`src/rtl/tff_seq_ctrl.sv`:
```
// Sequencing controller for a bank of T flip-flops: drives the per-bit toggle
// vector so the bank walks a selectable sequence for a programmed step count.
module tff_seq_ctrl #(
  parameter int unsigned WIDTH = 3,
  parameter int unsigned LEN_W = 8
) (
  input  logic             clk_i,
  input  logic             rst_ni,
  input  logic             start_i,
  input  logic             hold_i,
  input  logic             abort_i,
  input  logic [1:0]       mode_i,
  input  logic [LEN_W-1:0] len_i,
  output logic [WIDTH-1:0] t_out_o,
  output logic [WIDTH-1:0] q_o,
  output logic             busy_o,
  output logic             done_o,
  output logic             wrap_o
);

  typedef enum logic [1:0] {
    IDLE,
    RUN,
    DONE
  } state_e;

  state_e            state_q, state_d;
  logic [WIDTH-1:0]  q_q, q_d;
  logic [LEN_W-1:0]  rem_q, rem_d;
  logic [1:0]        mode_q, mode_d;
  logic              wrap_q, wrap_d;

  logic [WIDTH-1:0]  step_t;
  logic [WIDTH-1:0]  bin_cur;
  logic [WIDTH-1:0]  bin_nxt;
  logic [WIDTH-1:0]  gray_nxt;

  // In Gray mode the bank holds a Gray code; bit i of its binary value is the
  // XOR of bank bits i and above.
  always_comb begin
    bin_cur = '0;
    for (int i = 0; i < int'(WIDTH); i++) begin
      bin_cur[i] = ^(q_q >> i);
    end
    bin_nxt  = bin_cur + WIDTH'(1);
    gray_nxt = bin_nxt ^ (bin_nxt >> 1);

    step_t = '0;
    case (mode_q)
      2'b00: step_t = q_q ^ (q_q + WIDTH'(1));
      2'b01: step_t = q_q ^ (q_q - WIDTH'(1));
      2'b10: step_t = q_q ^ gray_nxt;
      2'b11: begin
        step_t[0] = ~q_q[1];
        step_t[1] = 1'b1;
        step_t[2] = q_q[1];
      end
      default: step_t = '0;
    endcase
  end

  always_comb begin
    state_d = state_q;
    rem_d   = rem_q;
    mode_d  = mode_q;
    wrap_d  = 1'b0;
    t_out_o = '0;

    case (state_q)
      IDLE: begin
        if (start_i) begin
          t_out_o = q_q;
          rem_d   = len_i;
          mode_d  = mode_i;
          state_d = (len_i != '0) ? RUN : DONE;
        end
      end
      RUN: begin
        if (abort_i) begin
          state_d = IDLE;
        end else if (!hold_i) begin
          t_out_o = step_t;
          rem_d   = rem_q - LEN_W'(1);
          wrap_d  = ((q_q ^ step_t) == '0);
          if (rem_q == LEN_W'(1)) begin
            state_d = DONE;
          end
        end
      end
      DONE:    state_d = IDLE;
      default: state_d = IDLE;
    endcase

    q_d = q_q ^ t_out_o;
  end

  always_ff @(posedge clk_i or negedge rst_ni) begin
    if (!rst_ni) begin
      state_q <= IDLE;
      q_q     <= '0;
      rem_q   <= '0;
      mode_q  <= 2'b00;
      wrap_q  <= 1'b0;
    end else begin
      state_q <= state_d;
      q_q     <= q_d;
      rem_q   <= rem_d;
      mode_q  <= mode_d;
      wrap_q  <= wrap_d;
    end
  end

  assign q_o    = q_q;
  assign busy_o = (state_q == RUN);
  assign done_o = (state_q == DONE);
  assign wrap_o = wrap_q;

endmodule
```
`config.mk`:
```
export PLATFORM = sky130hd
export DESIGN_NAME = tff_seq_ctrl
export DESIGN_NICKNAME = d
export VERILOG_FILES = /design/src/rtl/tff_seq_ctrl.sv
export SDC_FILE = /design/constraint.sdc
export NUM_CORES = 1
export LEC_CHECK = 0
export BUFFER_PORTS_ARGS = -buffer_cell sky130_fd_sc_hd__buf_2
export CAP_MARGIN = 20
export CORE_UTILIZATION = 30
export DETAILED_ROUTE_END_ITERATION = 16
export GPL_TIMING_DRIVEN = 0
export PLACE_DENSITY = 0.56
export SLEW_MARGIN = 15
export SYNTH_ARGS = -nofsm -noshare
export SYNTH_HDL_FRONTEND = slang
export SYNTH_SLANG_ARGS = --single-unit
export TNS_END_PERCENT = 10
```
`constraint.sdc`:
```
create_clock -name clk_i -period 3.3 [get_ports clk_i]
set_clock_uncertainty 0.05 [all_clocks]
set_input_delay 0.495 -clock clk_i [delete_from_list [all_inputs] [get_ports clk_i]]
set_output_delay 0.495 -clock clk_i [all_outputs]
set_load 0.03 [all_outputs]
```
==> results.md <==
- Min cycle time layout: 2.90 ns
- Post-cts sizing count: 0
- Top-area cell type share of the netlist area: 0.332
- CP Class: flip-flop to output port
- CTS max path bufs: 2
- FP Rows: 22
- RSZ-0062 raised after global routing: no
- P&R area growth vs syn: 19.1%
- Worst skew pair latency: 0.26 ns
- All-Layer GR Usage: 0.152
- DRC: 0
- VDD IR-drop max: 0.310 mV
- Max Cap Violations: 0
- Slowest CP cell: fa_1
- Post-DRT Antenna Nets: 0
- Die W: 65.4 um
- Final HPWL DP: 2230 um
- Final WL: 2880 um
- Number of CTS-inserted buffers: 3
- Cells on worst reg2reg path: 7
- CTS H-tree depth: 1
- Setup crit start kind: flip-flop
- Post-synth cell types: 49
- Cell with the most instances on the worst path: buf_2
- Critical path cell sequence: buf_2 -> nor2b_1 -> fa_1 -> o21a_1 -> or3_1 -> nand3_1 -> buf_2
- Slew @ Worst Pin: 0.732 ns
- N_diodes: 0
- Hold slack: 0.0945 ns
- Max Slew Vio Count: 0
- Die span in y: 65.4 um
- Most common cell in the netlist: dfrtp_1
- P_leak: 0.633 nW
- Crit-path max cell delay: 0.44 ns
- Initial core utilization: 0.320
- Pwr/cell area: 889 nW/um2
- Worst min path class: input pin to async pin
- YS warnings: 0
- Layout cells sized above 1: 0.275
- Port Buffers: 23
- Max transition margin: 0.510
- Top_reg_cell synth: dfrtp_1
- Worst Setup End Kind: output port
- Vias in the first global route: 1055
- Synth top area cells: dfrtp_1, nor2_1, o21ai_1
- Period utilization: 0.880
- DIE AREA: 4280 um2
- First-pass GRT wire length: 5020 um
- Final hold vios: 0
- Internal reg-to-reg setup slack: 1.26 ns
- Status: finished, final reports clean
- CORE AREA: 3770 um2
- Fmax: 344 MHz
- GRT Residual Overflow: 0
- Util after Layout: 0.381
- Post-synth top area cell: dfrtp_1
- Post-CTS setup buffer count: 0
- First-pass detailed-route iteration total: 4
- Post-synth EDFFs: 0
- Synthesized flop and latch total: 16
- Wire per inst: 13.4 um
- Setup TNS: 0 ns
- Fillers: 397
- Syn nets: 158
- Critical Path Fanout Max: 10
- CTS tree: yes
- Sequential-to-total area share from yosys stat: 0.332
- Avg Inst Size Synth: 8.62 um2
- Crit path arrival time: 2.36 ns
- Initial antenna violation count: 0
- Finish-stage setup viols: 0
- Post-CTS Hold Fix Bufs: 0
- Reg clk slew, reported paths: 0.07 ns
- Synthesized area: 1210 um2
- Via count: 1157
- Worst EP required: 2.75 ns
- DR iter-0 viols: 81
- Largest net degree at the start of global routing: 17
- Async SR Flop Fraction: 1.00
- Top-Level Pins: 24
- Post-DR vias/cell: 5.38
- Clk sinks: 16
- Post-Syn Instances: 140
- Synth top cells by count: dfrtp_1, nor2_1, nand2_1
- # nets final: 186
- Root Driver: clkbuf_8
- GPL Wtd Cong: 0.859
[through the flow]
| step | instance area [um2] | power [mW] | std cells | worst slack (ns) |
|---|---|---|---|---|
| 4_1_cts | 1440 | 1.29 | 215 | 0.390 |
| 3_5_place_dp | 1380 | 1.10 | 211 | 0.684 |
| 6_report | 1440 | 1.28 | 215 | 0.395 |
| 2_1_floorplan | 1210 | 0.927 | 140 | 0.793 |
| 5_1_grt | 1440 | 1.39 | 215 | 0.277 |
| 3_3_place_gp | 1380 | 1.08 | 211 | 0.689 |
[power by group]
part           leakage, nW  switching, mW  internal (mW)  total (mW)
Clock               0.0288         0.0742          0.106       0.180
Sequential           0.200         0.0931          0.276       0.369
Combinational        0.404          0.452          0.277       0.729
[cells by family (layout without fill, tap and decap cells)]
family                   after synthesis  in the layout  share of synthesized area
buffers and inverters                 15             42                     0.0611
AO/OA/AOI/OAI                         42             42                      0.246
flip-flops                            16             16                      0.332
AND/OR/NAND/NOR                       58             58                      0.278
XOR/XNOR                               3              3                     0.0218
multiplexers                           3              3                     0.0249
adder cells (fa/ha/maj)                3              3                     0.0373
[layer usage]
layer | wire (um) | GRT usage
met3 | 194 | 0.0451
met1 | 1370 | 0.214
met5 | 0 | 0
met4 | 38 | 0.0516
met2 | 1290 | 0.220
[critical path, delay by kind of cell (launching register included)]
kind / cells / cell delay [ns]
simple gates: 3 / 0.65
flops: 1 / 0.40
compound gates: 1 / 0.16
buf+inv: 2 / 0.45
fa+ha+maj: 1 / 0.44
[placed cells by master (no fill, tap or decap), drive strengths merged, types with 3 or more instances in the layout]
| cell type | netlist | layout |
|---|---|---|
| nand2 | 14 | 14 |
| mux2i | 3 | 3 |
| buf | 7 | 30 |
| nor2 | 16 | 16 |
| nor3 | 3 | 3 |
| or4 | 4 | 4 |
| o21ai | 15 | 15 |
| or3 | 3 | 3 |
| clkbuf | 1 | 5 |
| nand2b | 3 | 3 |
| nand3 | 5 | 5 |
| xor2 | 3 | 3 |
| dfrtp | 16 | 16 |
| inv | 6 | 6 |
| a21oi | 9 | 9 |
[state kept, by name, indices dropped and copies added (netlist names)]
| register | flops |
|---|---|
| q_o | 3 |
| rem_q | 8 |
| state_q | 2 |
| wrap_o | 1 |
| mode_q | 2 |
[worst paths after layout]
| path | endpoint | startpoint |
|---|---|---|
| max reg2reg | q_o[2] | mode_q[0] |
| min in group clk_i | mode_q[0] | mode_i[0] |
| min | q_o[1] | rst_ni |
| max | t_out_o[1] | mode_q[0] |
| max in group asynchronous | rem_q[5] | rst_ni |
| min reg2reg | rem_q[1] | rem_q[1] |
[cell type report]
type | instances | area (um2) | area share
sequential | 16 | 400 | 0.279
buffer | 8 | 47.5 | 0.0331
clock buffer | 4 | 55.1 | 0.0383
multi-input combinational | 109 | 733 | 0.510
inverter | 7 | 26.3 | 0.0183
tap | 48 | 60.1 | 0.0418
timing repair buffer | 23 | 115 | 0.0801
Note: power is estimated with default switching activity, not from simulation.
